### src/rtl/exec_writeback_stage.sv
// Writeback stage: registers ALU results onto the register-file write port,
// owns the architectural flags and HI, and splits 64-bit multiplies into two writes.
module exec_writeback_stage #(
  parameter int REG_ADDR_W = 5,
  parameter int DATA_W     = 32
) (
  input  logic                  clk,
  input  logic                  rst_n,
  input  logic                  in_valid,
  output logic                  in_ready,
  input  logic [5:0]            opcode,
  input  logic [REG_ADDR_W-1:0] rd,
  input  logic [DATA_W-1:0]     alu_result,
  input  logic [DATA_W-1:0]     alu_high,
  input  logic                  alu_carry,
  input  logic                  alu_zero,
  input  logic                  alu_sign,
  input  logic                  alu_ovf,
  input  logic [2:0]            br_cond,
  output logic                  wr_en,
  output logic [REG_ADDR_W-1:0] wr_addr,
  output logic [DATA_W-1:0]     wr_data,
  output logic [3:0]            flags_q,
  output logic [DATA_W-1:0]     hi_q,
  output logic                  br_taken
);

  typedef enum logic [1:0] {IDLE, WB, WB_LO, WB_HI} state_t;
  typedef enum logic [1:0] {CLS_ALU, CLS_MUL, CLS_PASS, CLS_OTHER} cls_t;

  typedef struct packed {
    logic [REG_ADDR_W-1:0] addr;
    logic [DATA_W-1:0]     data;
  } wb_req_t;

  state_t  state;
  cls_t    cls;
  wb_req_t hold;
  logic    accept;

  assign in_ready = (state != WB_LO);
  assign accept   = in_valid && in_ready;

  always_comb begin
    cls = CLS_OTHER;
    if (opcode == 6'd0 || (opcode >= 6'd3 && opcode <= 6'd13)) cls = CLS_ALU;
    else if (opcode == 6'd1 || opcode == 6'd2)                 cls = CLS_MUL;
    else if (opcode == 6'd16 || opcode == 6'd32)               cls = CLS_PASS;
  end

  always_ff @(posedge clk or negedge rst_n) begin
    if (!rst_n) begin
      state   <= IDLE;
      wr_en   <= 1'b0;
      wr_addr <= '0;
      wr_data <= '0;
      flags_q <= 4'b0100;
      hi_q    <= '0;
      hold    <= '0;
    end else begin
      wr_en <= 1'b0;
      if (state == WB_LO) begin
        // Second half of a multiply: the write port is owned by the high word.
        state   <= WB_HI;
        wr_en   <= 1'b1;
        wr_addr <= hold.addr;
        wr_data <= hold.data;
      end else if (accept) begin
        case (cls)
          CLS_ALU: begin
            state   <= WB;
            wr_en   <= 1'b1;
            wr_addr <= rd;
            wr_data <= alu_result;
            flags_q <= {alu_carry, alu_zero, alu_sign, alu_ovf};
          end
          CLS_MUL: begin
            state     <= WB_LO;
            wr_en     <= 1'b1;
            wr_addr   <= rd;
            wr_data   <= alu_result;
            flags_q   <= {alu_carry, alu_zero, alu_sign, alu_ovf};
            hi_q      <= alu_high;
            hold.addr <= rd + REG_ADDR_W'(1);
            hold.data <= alu_high;
          end
          default: state <= IDLE;
        endcase
      end else begin
        state <= IDLE;
      end
    end
  end

  always_comb begin
    br_taken = 1'b0;
    case (br_cond)
      3'd0: br_taken = 1'b0;
      3'd1: br_taken = 1'b1;
      3'd2: br_taken = flags_q[2];
      3'd3: br_taken = !flags_q[2];
      3'd4: br_taken = flags_q[3];
      3'd5: br_taken = !flags_q[3];
      3'd6: br_taken = flags_q[1];
      3'd7: br_taken = flags_q[0];
      default: br_taken = 1'b0;
    endcase
  end

endmodule

### config.mk
export PLATFORM = sky130hd
export DESIGN_NAME = exec_writeback_stage
export DESIGN_NICKNAME = d
export VERILOG_FILES = /design/src/rtl/exec_writeback_stage.sv
export SDC_FILE = /design/constraint.sdc
export NUM_CORES = 1
export LEC_CHECK = 0
export CORE_MARGIN = 4
export CORE_UTILIZATION = 48
export CTS_BUF_LIST = sky130_fd_sc_hd__clkbuf_2 sky130_fd_sc_hd__clkbuf_4 sky130_fd_sc_hd__clkbuf_8
export CTS_CLUSTER_SIZE = 8
export DETAILED_ROUTE_END_ITERATION = 8
export GPL_ROUTABILITY_DRIVEN = 0
export PLACE_DENSITY = 0.95
export SLEW_MARGIN = 5
export SYNTH_ARGS = -nofsm -noshare
export SYNTH_HDL_FRONTEND = slang
export SYNTH_SLANG_ARGS = --single-unit
### constraint.sdc
create_clock -name clk -period 3.7 [get_ports clk]
set_clock_uncertainty 0.05 [all_clocks]
set_input_delay 0.555 -clock clk [delete_from_list [all_inputs] [get_ports clk]]
set_output_delay 0.555 -clock clk [all_outputs]
set_load 0.1 [all_outputs]
==> results of run 1 <==
## sequential cells by signal (all words and copies together), names as in the netlist
register / cells
flags_q: 4
wr_data: 32
hold: 37
wr_addr: 5
wr_en: 1
state: 2
## power breakdown
part           switching, uW  internal, uW
Combinational           2420           708
Clock                    299           410
Sequential               173          1170
Total                   2890          2290
## stage by stage
stage | setup WS (ps) | hold slack (ps) | total power (uW)
finish | 1060 | 321 | 5180
global route | 1010 | 403 | 5350
CTS | 1050 | 358 | 5210
detailed placement | 1070 | 460 | 4490
global placement | 1180 | 439 | 4430
floorplan | 510 | 209 | 3790
## worst max path at each step
stage                             end  cells past startpoint  slack [ps]                    from
2_1_floorplan                br_taken                      3         510  flags_q[0]$_DFFE_PN0P_
3_3_place_gp     hold[16]$_DFFE_PN0P_                      6        1180               opcode[5]
3_5_place_dp   wr_data[4]$_DFFE_PN0P_                      4        1070               opcode[5]
4_1_cts                    flags_q[2]                      1        1050  flags_q[2]$_DFFE_PN1P_
5_1_grt                    flags_q[2]                      1        1010  flags_q[2]$_DFFE_PN1P_
6_report                   flags_q[2]                      1        1060  flags_q[2]$_DFFE_PN1P_
## cell families (layout without fill, tap and decap cells)
logic type                 count (synthesis)  in the layout  synth area share, %
and+or+nand+nor                           93             93                 11.3
DFF                                       81             81                 53.1
AOI/OAI and AO/OA                         79             79                 11.8
buffers and inverters                     62            184                 9.83
muxes                                     43             43                 12.6
xor gates and xnor gates                   4              4                0.918
adders and majority gates                  1              1                0.328
## cells in the mapped netlist
library cell | instances | area [sq um]
and3_1 | 1 | 6.26
xnor2_1 | 2 | 17.5
nand3_1 | 42 | 210
a31oi_1 | 37 | 231
inv_1 | 1 | 3.75
dfstp_2 | 1 | 26.3
or3b_1 | 1 | 8.76
o21ba_2 | 1 | 10.0
dfrtp_1 | 80 | 2000
nand4_1 | 1 | 6.26
xor2_1 | 2 | 17.5
or4_1 | 1 | 7.51
o211ai_1 | 1 | 7.51
and4b_1 | 1 | 10.0
clkbuf_1 | 21 | 78.8
mux2_1 | 20 | 225
mux2i_1 | 2 | 20.0
mux2_2 | 21 | 236
nand2b_1 | 1 | 6.26
nor3b_2 | 1 | 12.5
nand2_1 | 4 | 15.0
nor2_1 | 40 | 150
ha_1 | 1 | 12.5
buf_6 | 2 | 22.5
o21ai_0 | 37 | 185
a21oi_1 | 2 | 10.0
buf_4 | 32 | 240
a211oi_1 | 1 | 7.51
buf_2 | 6 | 30.0
## layer usage
metal / track usage (%) / vias up / share of wire (%)
met2: 38.8 / 136 / 53
met4: 8.42 / 0 / 2.0
met5: 0 / - / 0
met1: 25.3 / 1624 / 38
li1: - / 1489 / -
met3: 5.31 / 18 / 7.0
## area by class of cell
type	instances	area (sq um)	share of cell area [%]
Tap cell	102	128	2.34
Clock buffer	12	153	2.80
Inverter	1	3.75	0.0688
Multi-Input combinational cell	220	1430	26.2
Clock inverter	3	65.1	1.19
Sequential cell	81	2030	37.2
Timing Repair Buffer	168	1650	30.3
==> results_dict.tcl, run 1 <==
set metrics [dict create \
    overflow 0 \
    drive_gt1_share_pct 10.7 \
    clk-insertion-delay-late_ps 340 \
    fmax_ghz 0.378 \
    netlist_area_sq_um 3820 \
    path_delay_family "buffers and inverters" \
    max_stage_delay_ps 1140 \
    cts_resized 0 \
    rr_startpoint "state[0]$_DFF_PN0_" \
    ir_worst_vdd_uv 447 \
    cap_violations 0 \
    r2r_slack_ps 1730 \
    clockRootBuffer "clkbuf_8" \
    cp_max_fo 4 \
    grt_antenna_before_repair 0 \
    postCtsSetupBuffers 0 \
    htree_num_levels 3 \
    holdBufCountCts 0 \
    reg2reg_depth 4 \
    slew_headroom_pct 23.4 \
    clk_pin_slew_ps 80 \
    min_path_type "in2async" \
    initial_utilization_pct 49.4 \
    rsz0062_at_grt "false" \
    dpl_cell_area_sq_um 5240 \
    start_kind "flip-flop" \
    die_area_sq_um 9440 \
    setup_violations 0 \
    vias 3267 \
    tns_ps 0 \
    drc 0 \
    drt-initial-drc-count 149 \
    ys_types 29 \
    antenna_cells 0 \
    grt_max_degree 82 \
    routed_wl_mm 10.4 \
    dp_hpwl_mm 7.54 \
    std_cell_rows 32 \
    post-route-period-util_pct 71.4 \
    slew_violations 0 \
    wl_per_cell_um 17.6 \
    io_pins 161 \
    status "completed" \
    worst-endpoint-required_ps 3090 \
    worstReg2RegEnd "hold[29]$_DFFE_PN0P_" \
    synth_nets 449 \
    cts_tree "done" \
    cellPowerDensity_nw_per_um2 948 \
    syn_inst 363 \
    port_buffers 160 \
    stdcell_count 587 \
    yosysWarnings 0 \
    clk_path_buf_depth 2 \
    dieWidth_um 97.2 \
    synth-seq-cells 81 \
    grt_pass1_wl_mm 16.6 \
    tightest_slew_ps 1150 \
    worst_setup_path_end_kind "output pin" \
    leakage_uw 0.00233 \
    layout_min_cycle_time_ps 2640 \
    n_fill_cell 552 \
    avgSynthCellArea_sq_um 10.5 \
    ant_nets 0 \
    die_height_um 97.2 \
    arrival_ps 2040 \
    placed_cells 572 \
    cp_cell_sequence "clkdlybuf4s50_1" \
    nets 567 \
    critPathSlowestCell "clkdlybuf4s50_1" \
    numCtsBuffers 9 \
    finalHoldViolations 0 \
    grt_pass1_vias 3393 \
    drt_first_pass_iters 4 \
    stdcell_area_sq_um 5460 \
    clock-sinks 81 \
    grtUsageTotal_pct 21.8 \
    area_delta_synth_final_pct 43.0 \
    viasPerCell 5.57 \
    layout_common_cells "157 x clkdlybuf4s50_1, 80 x dfrtp_1, 42 x nand3_1" \
    crit_type "reg2out" \
    mostFrequentLayoutCell "clkdlybuf4s50_1" \
    coreArea_sq_um 7730 \
    seq_area_frac_synth_pct 53.1 \
    post-route-util_pct 70.6 \
    cp_num_buf_inv 1 \
]
(Power assumes the default switching activity.)
==> run 2: changes to the inputs <==
CORE_UTILIZATION = 40   (was 48)
PLACE_DENSITY = 0.89   (was 0.95)
clock period = 2.4 ns   (was 3.7 ns; I/O delays follow)
==> run 2 against run 1 <==
Sequential share of layout area rose by 0.47 points. Design area fell by 0.89%. Global-route usage fell by 2.7 points. Clock power rose by 66%. Sequential power rose by 56%. Utilization fell by 12 points. Flip-flop and latch count did not move. Worst setup slack got worse by 890 ps. Largest power group unchanged.
==> results_dict.tcl, run 2 (synthesized netlist as in run 1, its figures left out) <==
set metrics [dict create \
    std_cell_rows 35 \
    routed_wl_mm 10.6 \
    status "completed" \
    die_height_um 106 \
    antenna_cells 0 \
    drt_first_pass_iters 4 \
    fmax_ghz 0.447 \
    clock-sinks 81 \
    rsz0062_at_grt "false" \
    clk_path_buf_depth 2 \
    worst_setup_path_end_kind "output pin" \
    drc 0 \
    clk_pin_slew_ps 90 \
    layout_min_cycle_time_ps 2240 \
    nets 571 \
    numCtsBuffers 9 \
    drt-initial-drc-count 108 \
    grt_pass1_wl_mm 17.2 \
    cp_max_fo 4 \
    arrival_ps 1830 \
    crit_type "in2out" \
    grt_pass1_vias 3390 \
    start_kind "primary input" \
    grtUsageTotal_pct 19.1 \
    overflow 0 \
    cellPowerDensity_nw_per_um2 1470 \
    cap_violations 0 \
    htree_num_levels 3 \
    ir_worst_vdd_uv 796 \
    layout_common_cells "85 x buf_4, 83 x clkdlybuf4s50_1, 77 x dfrtp_1" \
    grt_antenna_before_repair 0 \
    largest_register "hold" \
    dieWidth_um 106 \
    finalHoldViolations 0 \
    leakage_uw 0.00246 \
    cts_tree "done" \
    coreArea_sq_um 9280 \
    dp_hpwl_mm 7.73 \
    slew_headroom_pct 64.2 \
    area_delta_synth_final_pct 41.7 \
    initial_utilization_pct 41.1 \
    clockRootBuffer "clkbuf_8" \
    mostFrequentLayoutCell "buf_4" \
    io_pins 161 \
    ant_nets 0 \
    drive_gt1_share_pct 26.8 \
    viasPerCell 5.27 \
    tns_ps 0 \
    holdBufCountCts 1 \
    largest_reg_flops 37 \
    tightest_slew_ps 537 \
    reg_top3 "hold (37), wr_data (32), wr_addr (5)" \
    grt_max_degree 45 \
    port_buffers 160 \
    cts_resized 0 \
    slew_violations 0 \
    post-route-period-util_pct 93.1 \
    die_area_sq_um 11200 \
    clk-insertion-delay-late_ps 330 \
    wl_per_cell_um 17.2 \
    worst-endpoint-required_ps 1990 \
    postCtsSetupBuffers 0 \
    post-route-util_pct 58.3 \
    min_path_type "reg2reg" \
    setup_violations 0 \
    vias 3252 \
]
-- run 2: layout make-up --
cell class              instances  area [sq um]
repair buffers                172          1540
inverters                       1          3.75
clock buffers                  11           145
clock inverters                 3          90.1
well taps                     129           161
flip-flops and latches         81          2040
fillers                       793          3870
multi-input cells             220          1440
-- run 2: where the power goes --
part	switching (uW)	total [uW]	internal, uW
Clock	460	1180	721
Combinational	3730	4690	962
Sequential	278	2090	1810
-- run 2: critical path, cell delays in order --
cell	delay, ps
clkdlybuf4s50_1	520
mux2_2	350
mux2i_1	280
a211oi_4	120
buf_12	190
-- run 2: final timing paths --
kind	end	from	depth (start not counted)	slack (ps)
max	br_taken	br_cond[0]	5	160
min	hold[36]$_DFFE_PN0P_	hold[36]$_DFFE_PN0P_	1	460
max reg2reg	wr_data[29]$_DFFE_PN0P_	state[1]$_DFF_PN0_	5	680
min reg2reg	hold[36]$_DFFE_PN0P_	hold[36]$_DFFE_PN0P_	1	460
max in group asynchronous	flags_q[2]$_DFFE_PN1P_	rst_n	3	1120
min in group asynchronous	wr_data[22]$_DFFE_PN0P_	rst_n	2	500
-- run 2: per-stage QoR --
stage	instances	setup WS, ps	cell area (sq um)	hold WS (ps)	power, uW
after floorplan	363	9.14	3840	14.4	5850
after global placement	602	276	5160	311	6740
after detailed placement	602	192	5160	324	6820
after CTS	617	159	5410	465	8010
after global routing	617	121	5410	491	8240
final	617	165	5410	463	7960
-- run 2: layer usage --
metal / GRT usage, % / routed length [um] / vias up
li1: - / - / 1492
met4: 7.31 / 183 / 0
met3: 4.96 / 770 / 16
met2: 32.1 / 5450 / 150
met5: 0 / 0 / -
met1: 23.5 / 4200 / 1594
